$ cat src/rtl/uart_pkg.sv
// Shared types for the framed UART receiver: parity selection and receiver FSM states.
package uart_pkg;

   typedef enum logic [1:0] {
      PAR_NONE,
      PAR_EVEN,
      PAR_ODD
   } parity_t;

   typedef enum logic [2:0] {
      IDLE,
      START,
      DATA,
      PARITY,
      STOP
   } rx_state_t;

endpackage

$ cat src/rtl/uart_rx_framed_if.sv
// Word-delivery bus between the UART receiver (master) and the message decoder (slave).
interface uart_rx_framed_if #(
   parameter int DATA_W = 20
);
   logic [DATA_W-1:0] data;
   logic              data_valid;
   logic              data_ready;
   logic              frame_err;
   logic              parity_err;
   logic              overrun;
   logic              busy;

   modport master (
      output data, data_valid, frame_err, parity_err, overrun, busy,
      input  data_ready
   );

   modport slave (
      input  data, data_valid, frame_err, parity_err, overrun, busy,
      output data_ready
   );
endinterface

$ cat src/rtl/uart_bit_sampler.sv
// Synchronises the serial line, detects transitions and generates the mid-bit sample strobe.
module uart_bit_sampler #(
   parameter int OVERSAMPLE = 10,
   parameter bit IDLE_LEVEL = 1'b0
) (
   input  logic clock,
   input  logic reset,
   input  logic serial_in,
   input  logic phase_clr,
   input  logic busy,
   output logic line_sync,
   output logic line_edge,
   output logic mid_tick
);

   localparam int CNT_W = $clog2(OVERSAMPLE);

   logic             sync_p0;
   logic             sync_p1;
   logic             line_p2;
   logic [CNT_W-1:0] phase;

   // Stage p0/p1: metastability synchroniser; p2: previous synchronised level for edge detect
   always_ff @(posedge clock or posedge reset) begin
      if (reset) begin
         sync_p0 <= IDLE_LEVEL;
         sync_p1 <= IDLE_LEVEL;
         line_p2 <= IDLE_LEVEL;
      end else begin
         sync_p0 <= serial_in;
         sync_p1 <= sync_p0;
         line_p2 <= sync_p1;
      end
   end

   assign line_sync = sync_p1;
   assign line_edge = sync_p1 ^ line_p2;

   // Any transition inside a frame re-centres the sample point on the sender's clock
   always_ff @(posedge clock or posedge reset) begin
      if (reset) begin
         phase <= '0;
      end else if (phase_clr || (busy && line_edge)) begin
         phase <= '0;
      end else if (phase == CNT_W'(OVERSAMPLE - 1)) begin
         phase <= '0;
      end else begin
         phase <= phase + CNT_W'(1);
      end
   end

   assign mid_tick = (phase == CNT_W'(OVERSAMPLE / 2));

endmodule

$ cat src/rtl/uart_rx_framed.sv
// Oversampling UART receiver: frames serial_in into DATA_W-bit words with parity/stop checks
// and a single-entry output slot on a valid/ready handshake.
module uart_rx_framed #(
   parameter int DATA_W     = 20,
   parameter int OVERSAMPLE = 10,
   parameter bit IDLE_LEVEL = 1'b0,
   parameter int PARITY     = 0,
   parameter int STOP_BITS  = 1
) (
   input  logic clock,
   input  logic reset,
   input  logic serial_in,
   uart_rx_framed_if.master rx
);
   import uart_pkg::*;

   localparam int BIT_W = $clog2(DATA_W + 1);

   if (OVERSAMPLE < 4) begin : g_bad_oversample
      $error("uart_rx_framed: OVERSAMPLE must be >= 4");
   end
   if (STOP_BITS < 1 || STOP_BITS > 2) begin : g_bad_stop
      $error("uart_rx_framed: STOP_BITS must be 1 or 2");
   end
   if (PARITY < 0 || PARITY > int'(PAR_ODD)) begin : g_bad_parity
      $error("uart_rx_framed: PARITY must be 0, 1 or 2");
   end

   function automatic logic [DATA_W-1:0] shift_in(input logic [DATA_W-1:0] cur, input logic b);
      logic [DATA_W:0] wide;
      wide = {b, cur};
      return wide[DATA_W:1];
   endfunction

   rx_state_t         state, state_next;
   logic              line_sync, line_edge, mid_tick, phase_clr;
   logic              start_ok, shift_en, par_chk, stop_chk, done;
   logic [DATA_W-1:0] shift;
   logic [BIT_W-1:0]  bit_cnt;
   logic              stop_cnt;
   logic              par_bad, stop_bad;
   logic              par_expect, frame_final;
   logic [DATA_W-1:0] word;
   logic              word_valid, word_frame, word_par, ovr;

   uart_bit_sampler #(
      .OVERSAMPLE (OVERSAMPLE),
      .IDLE_LEVEL (IDLE_LEVEL)
   ) sampler (
      .clock     (clock),
      .reset     (reset),
      .serial_in (serial_in),
      .phase_clr (phase_clr),
      .busy      (state != IDLE),
      .line_sync (line_sync),
      .line_edge (line_edge),
      .mid_tick  (mid_tick)
   );

   always_ff @(posedge clock or posedge reset) begin
      if (reset) state <= IDLE;
      else       state <= state_next;
   end

   always_comb begin
      state_next = state;
      phase_clr  = 1'b0;
      start_ok   = 1'b0;
      shift_en   = 1'b0;
      par_chk    = 1'b0;
      stop_chk   = 1'b0;
      done       = 1'b0;
      case (state)
         IDLE: begin
            if (line_edge && (line_sync != IDLE_LEVEL)) begin
               state_next = START;
               phase_clr  = 1'b1;
            end
         end
         START: begin
            if (mid_tick) begin
               if (line_sync == IDLE_LEVEL) begin
                  state_next = IDLE;
               end else begin
                  state_next = DATA;
                  start_ok   = 1'b1;
               end
            end
         end
         DATA: begin
            if (mid_tick) begin
               shift_en = 1'b1;
               if (bit_cnt == BIT_W'(DATA_W - 1))
                  state_next = (PARITY != 0) ? uart_pkg::PARITY : STOP;
            end
         end
         uart_pkg::PARITY: begin
            if (mid_tick) begin
               par_chk    = 1'b1;
               state_next = STOP;
            end
         end
         STOP: begin
            if (mid_tick) begin
               stop_chk = 1'b1;
               if (stop_cnt == 1'(STOP_BITS - 1)) begin
                  state_next = IDLE;
                  done       = 1'b1;
               end
            end
         end
         default: state_next = IDLE;
      endcase
   end

   assign par_expect  = (PARITY == int'(PAR_ODD)) ? ~^shift : ^shift;
   assign frame_final = stop_bad | (line_sync != IDLE_LEVEL);

   always_ff @(posedge clock) begin
      if (start_ok) begin
         bit_cnt  <= '0;
         stop_cnt <= 1'b0;
         par_bad  <= 1'b0;
         stop_bad <= 1'b0;
      end
      if (shift_en) begin
         shift   <= shift_in(shift, line_sync);
         bit_cnt <= bit_cnt + BIT_W'(1);
      end
      if (par_chk) par_bad <= (line_sync != par_expect);
      if (stop_chk) begin
         stop_bad <= frame_final;
         stop_cnt <= stop_cnt + 1'b1;
      end
   end

   // A completed frame only takes the slot if it is empty or being emptied this cycle
   always_ff @(posedge clock or posedge reset) begin
      if (reset) begin
         word       <= '0;
         word_valid <= 1'b0;
         word_frame <= 1'b0;
         word_par   <= 1'b0;
         ovr        <= 1'b0;
      end else begin
         ovr <= 1'b0;
         if (done && (!word_valid || rx.data_ready)) begin
            word       <= shift;
            word_frame <= frame_final;
            word_par   <= par_bad;
            word_valid <= 1'b1;
         end else begin
            if (done) ovr <= 1'b1;
            if (word_valid && rx.data_ready) word_valid <= 1'b0;
         end
      end
   end

   assign rx.data       = word;
   assign rx.data_valid = word_valid;
   assign rx.frame_err  = word_frame;
   assign rx.parity_err = word_par;
   assign rx.overrun    = ovr;
   assign rx.busy       = (state != IDLE);

endmodule
$ cat src/flat_wrapper.sv
// flat-port wrapper written by rule: the top's interface ports become plain ports
module uart_rx_framed_flat import uart_pkg::*;
#(
   parameter int DATA_W     = 20,
   parameter int OVERSAMPLE = 10,
   parameter bit IDLE_LEVEL = 1'b0,
   parameter int PARITY     = 0,
   parameter int STOP_BITS  = 1
)
  (clock, reset, serial_in, rx_data, rx_data_valid, rx_frame_err, rx_parity_err, rx_overrun, rx_busy, rx_data_ready);
  uart_rx_framed_if #(.DATA_W(DATA_W)) rx_i ();
  input  logic clock;
  input  logic reset;
  input  logic serial_in;
  output wire logic [$bits(rx_i.data)-1:0] rx_data;
  output wire logic [$bits(rx_i.data_valid)-1:0] rx_data_valid;
  output wire logic [$bits(rx_i.frame_err)-1:0] rx_frame_err;
  output wire logic [$bits(rx_i.parity_err)-1:0] rx_parity_err;
  output wire logic [$bits(rx_i.overrun)-1:0] rx_overrun;
  output wire logic [$bits(rx_i.busy)-1:0] rx_busy;
  input wire logic [$bits(rx_i.data_ready)-1:0] rx_data_ready;
  assign rx_data = rx_i.data;
  assign rx_data_valid = rx_i.data_valid;
  assign rx_frame_err = rx_i.frame_err;
  assign rx_parity_err = rx_i.parity_err;
  assign rx_overrun = rx_i.overrun;
  assign rx_busy = rx_i.busy;
  assign rx_i.data_ready = rx_data_ready;
  uart_rx_framed #(.DATA_W(DATA_W), .OVERSAMPLE(OVERSAMPLE), .IDLE_LEVEL(IDLE_LEVEL), .PARITY(PARITY), .STOP_BITS(STOP_BITS)) u_core (.clock(clock), .reset(reset), .serial_in(serial_in), .rx(rx_i));
endmodule
$ cat config.mk
export PLATFORM = sky130hd
export DESIGN_NAME = uart_rx_framed_flat
export DESIGN_NICKNAME = d
export VERILOG_FILES = /design/src/rtl/uart_pkg.sv /design/src/rtl/uart_rx_framed_if.sv /design/src/rtl/uart_bit_sampler.sv /design/src/rtl/uart_rx_framed.sv /design/src/flat_wrapper.sv
export SDC_FILE = /design/constraint.sdc
export NUM_CORES = 1
export LEC_CHECK = 0
export ABC_AREA = 0
export BUFFER_PORTS_ARGS = -buffer_cell sky130_fd_sc_hd__buf_4
export CAP_MARGIN = 20
export CORE_MARGIN = 2
export CORE_UTILIZATION = 44
export DETAILED_ROUTE_END_ITERATION = 7
export GPL_TIMING_DRIVEN = 0
export PLACE_DENSITY = 0.65
export SETUP_SLACK_MARGIN = 0.4
export SLEW_MARGIN = 25
export SYNTH_ARGS = -nofsm -noshare
export SYNTH_HDL_FRONTEND = slang
export SYNTH_HIERARCHICAL = 1
export SYNTH_SLANG_ARGS = --single-unit
$ cat constraint.sdc
create_clock -name clock -period 3.88 [get_ports clock]
set_input_delay 0.776 -clock clock [delete_from_list [all_inputs] [get_ports clock]]
set_output_delay 0.776 -clock clock [all_outputs]
set_load 0.02 [all_outputs]
==> summary.md <==
| Metric | Value |
|---|---|
| Status | completed |
| Slew headroom | 39.6% |
| Worst-path fanout max | 21 |
| Critical Path Max Stage Delay | 690 ps |
| Synthesized net count | 175 |
| Max Cap Viol | 0 |
| Layout cell share with drive strength beyond 1 | 25.5% |
| Post-DP HPWL | 3.06 mm |
| Endpoints failing setup | 0 |
| Area leader, netlist | dfrtp_1 |
| Kind of cell adding the most delay to the critical path | buffers and inverters |
| Top cells by area, synth | dfrtp_1 33%, edfxtp_1 33%, mux2_1 7.4% |
| Worst-path clk slew | 60 ps |
| Ratio of final minimum period to clock period | 66.0% |
| Most used cell, CP | inv_1 |
| P_int | 1.03 mW |
| RR Startpoint | u_core/sampler/phase[1] |
| Slew Limit Fails | 0 |
| Clk_lat worst skew | 320 ps |
| Seq pwr share | 53.8% |
| Post-Syn Area | 2580 sq um |
| Die Ht | 80.5 um |
| Clock Sinks | 62 |
| Vias in the first global route | 1,474 |
| Min Clock Period, post-route | 2560 ps |
| Crit-path cells | inv_1 > ha_1 > and3b_1 > inv_1 > or3_1 > inv_1 |
| Largest net degree at the start of global routing | 28 |
| TritonCTS clock tree | built |
| Least-Margin Pin Slew | 905 ps |
| Antenna Nets Post-Route | 0 |
| Mean Syn Cell Area | 15.3 sq um |
| Total GRT Usage | 14.8% |
| Critical Path AT | 2500 ps |
| Multi-input logic area | 838 sq um |
| Routed wire per std cell | 15.0 um |
| RSZ-0062 raised after global routing | no |
| Final hold violation count | 0 |
| Gate power share | 13.6% |
| Die span in x | 80.5 um |
| CTS H-tree lvls | 3 |
| Synthesis-to-finish area growth | 17.6% |
| Antenna Cells | 0 |
| Post-synthesis sequential element count | 62 |
| Setup Skew | 9.92 ps |
| CP max stage cell | inv_1 |
| Setup tns final | 0 ps |
| Worst setup SP type | flip-flop |
| Initial DRC Count | 72 |
| First-pass GRT wire length | 6.97 mm |
| Post-CTS Hold Buffers | 0 |
| Core footprint | 5570 sq um |
| Share of the synthesized area in the top cell type | 33.0% |
| Main flop type after synthesis | dfrtp_1 |
| Crit Path Class | flip-flop to flip-flop |
| Sequential element share of the synthesized area | 65.6% |
| Vias per std cell | 5.02 |
| Antenna violations before repair | 0 |
| DRC | 0 |
| Net Sw Frac | 25.3% |
| # fillers | 485 |
| Synth warn | 6 |
| Total gr overflow | 0 |
| Site Rows | 27 |
| Routability Congestion | 0.760 |
| Worst Hold Class | flip-flop to flip-flop |
| Max Buffers Root-to-Sink | 2 |
| DRT Pass-1 Iters | 4 |
| Post-CTS setup buffers | 0 |
| I/O Pins | 29 |
| PD cells | 456 nW/um^2 |
| Clock Power Share | 32.6% |
| EDFF count, synth | 28 |
| Min-Delay Startpoint | u_core/sampler/sync_p0 |
| Post-cts resize count | 0 |
| Routed WL | 4.27 mm |
| Sequential Area | 1690 sq um |
| Final Net Count | 214 |
| Die Area | 6490 sq um |
| PortBufs | 28 |
| Required @ worst endpoint | 3820 ps |
| Cells after Synth | 168 |
| Pleak | 1.37 nW |
| Cell with the most instances after synthesis | dfrtp_1 |
| Switching power | 0.350 mW |
| Max Freq | 391 MHz |
| Dpl ws | 1340 ps |
| VDD IR-drop max | 274 uV |
| Top post-synthesis cells by count | 34 x dfrtp_1, 28 x edfxtp_1, 17 x mux2_1 |
| Async set or reset register ratio after synthesis | 54.8% |
| Beginning of the critical path | u_core/sampler/phase[1] |
| Worst Setup Slack, final | 1320 ps |
| Worst setup EP type | flip-flop |
| Worst Path Buf+Inv | 3 |
| Via count | 1,426 |
| Synth cell types | 32 |
| CTS buffer count | 9 |
| Initial Util | 46.2% |
| Clk root buf | clkbuf_8 |
==> logic make-up after synthesis <==
| group | Yosys count | synth area share, % |
|---|---|---|
| buffers and inverters | 10 | 1.84 |
| adder cells (fa/ha/maj) | 3 | 1.46 |
| multiplexers | 24 | 10.4 |
| AO/OA/AOI/OAI | 9 | 2.43 |
| flip-flops | 62 | 65.6 |
| AND/OR/NAND/NOR | 39 | 8.93 |
| XOR/XNOR | 21 | 9.27 |
==> flip-flops by register name, summed over array words and instances, names as in the netlist <==
name                      cells
u_core/par_bad                1
u_core/stop_bad               1
u_core/sampler/line_sync      1
u_core/rx.parity_err          1
u_core/bit_cnt                5
u_core/sampler/line_p2        1
u_core/rx.data               20
u_core/rx.frame_err           1
u_core/rx.data_valid          1
u_core/sampler/phase          4
u_core/rx.overrun             1
u_core/stop_cnt               1
u_core/shift                 20
u_core/sampler/sync_p0        1
u_core/state                  3
==> metal layers <==
layer | routed length [um] | vias to the layer above | track usage, %
met3 | 163 | 11 | 3.82
li1 | - | 671 | -
met5 | 0 | - | 0
met1 | 1860 | 716 | 17.6
met4 | 108 | 0 | 8.64
met2 | 2140 | 28 | 24.3
==> path summary, 6_finish.rpt <==
path | slack, ps | to | depth (start not counted)
max in group asynchronous | 2960 | u_core/rx.data[2] | 2
worst min register to register | 350 | u_core/sampler/line_sync | 0
worst min-delay path | 350 | u_core/sampler/line_sync | 0
worst max-delay path | 1320 | u_core/shift[9] | 6
worst max register to register | 1320 | u_core/shift[9] | 6
min in group asynchronous | 390 | u_core/sampler/sync_p0 | 2
==> power by group through the flow <==
stage | clock, mW | combinational [mW] | sequential [mW]
2_1_floorplan | 0 | 0.143 | 0.751
3_3_place_gp | 0 | 0.177 | 0.753
3_5_place_dp | 0 | 0.188 | 0.757
4_1_cts | 0.465 | 0.189 | 0.744
5_1_grt | 0.497 | 0.208 | 0.747
6_report | 0.450 | 0.188 | 0.743
==> worst reg2reg max path, cell delays in order, from the launching register on <==
cell and delay (ps):
dfrtp_1 400, inv_1 60, ha_1 150, and3b_1 280, inv_1 140, or3_1 450, inv_1 690
==> cell type report <==
cell class,count,area share [%]
plain buffers,5,0.950
clock buffers,14,4.71
clock inverters,2,0.330
inverters,5,0.619
multi-input cells,96,27.7
flip-flops and latches,62,55.8
well taps,72,2.97
repair buffers,28,6.94
==> cells in the final DEF, fill, tap and decap left out <==
| cell | synthesis | routed |
|---|---|---|
| nand4bb_4 | 1 | 1 |
| nand3_1 | 4 | 4 |
| buf_4 | 2 | 30 |
| inv_1 | 5 | 4 |
| mux2i_1 | 1 | 1 |
| xor2_1 | 5 | 5 |
| a32oi_1 | 1 | 1 |
| inv_2 | 0 | 1 |
| or2_2 | 1 | 1 |
| a21oi_1 | 2 | 2 |
| nor2b_1 | 2 | 2 |
| mux2_2 | 6 | 6 |
| buf_2 | 2 | 2 |
| dfrtp_1 | 34 | 34 |
| mux2_1 | 17 | 17 |
| nor4bb_1 | 1 | 1 |
| a221o_2 | 1 | 1 |
| nand2b_1 | 3 | 3 |
| clkbuf_1 | 1 | 6 |
| and3b_1 | 1 | 1 |
| and2_1 | 1 | 1 |
| nand2_1 | 3 | 3 |
| or3_1 | 3 | 3 |
| ha_1 | 3 | 3 |
| nor3_1 | 3 | 3 |
| clkbuf_8 | 0 | 9 |
| o211ai_1 | 1 | 1 |
| edfxtp_1 | 28 | 28 |
| o211a_1 | 1 | 1 |
| nor2_1 | 15 | 15 |
| clkinv_2 | 0 | 2 |
| xnor2_1 | 12 | 12 |
| o21ai_0 | 3 | 3 |
| xnor3_1 | 4 | 4 |
| nor3b_4 | 1 | 1 |
==> per-stage QoR <==
stage               hold WS [ps]  cell area [sq um]  instances  total power [mW]  util, %
global placement             336               2880        268             0.930     51.6
floorplan                    331               2580        168             0.894        -
global route                 367               3030        284              1.45     54.4
CTS                          359               3030        284              1.40     54.4
detailed placement           339               2880        268             0.945     51.6
finish                       353               3030        284              1.38     54.4
No activity file was read; power rests on OpenSTA's default activity.
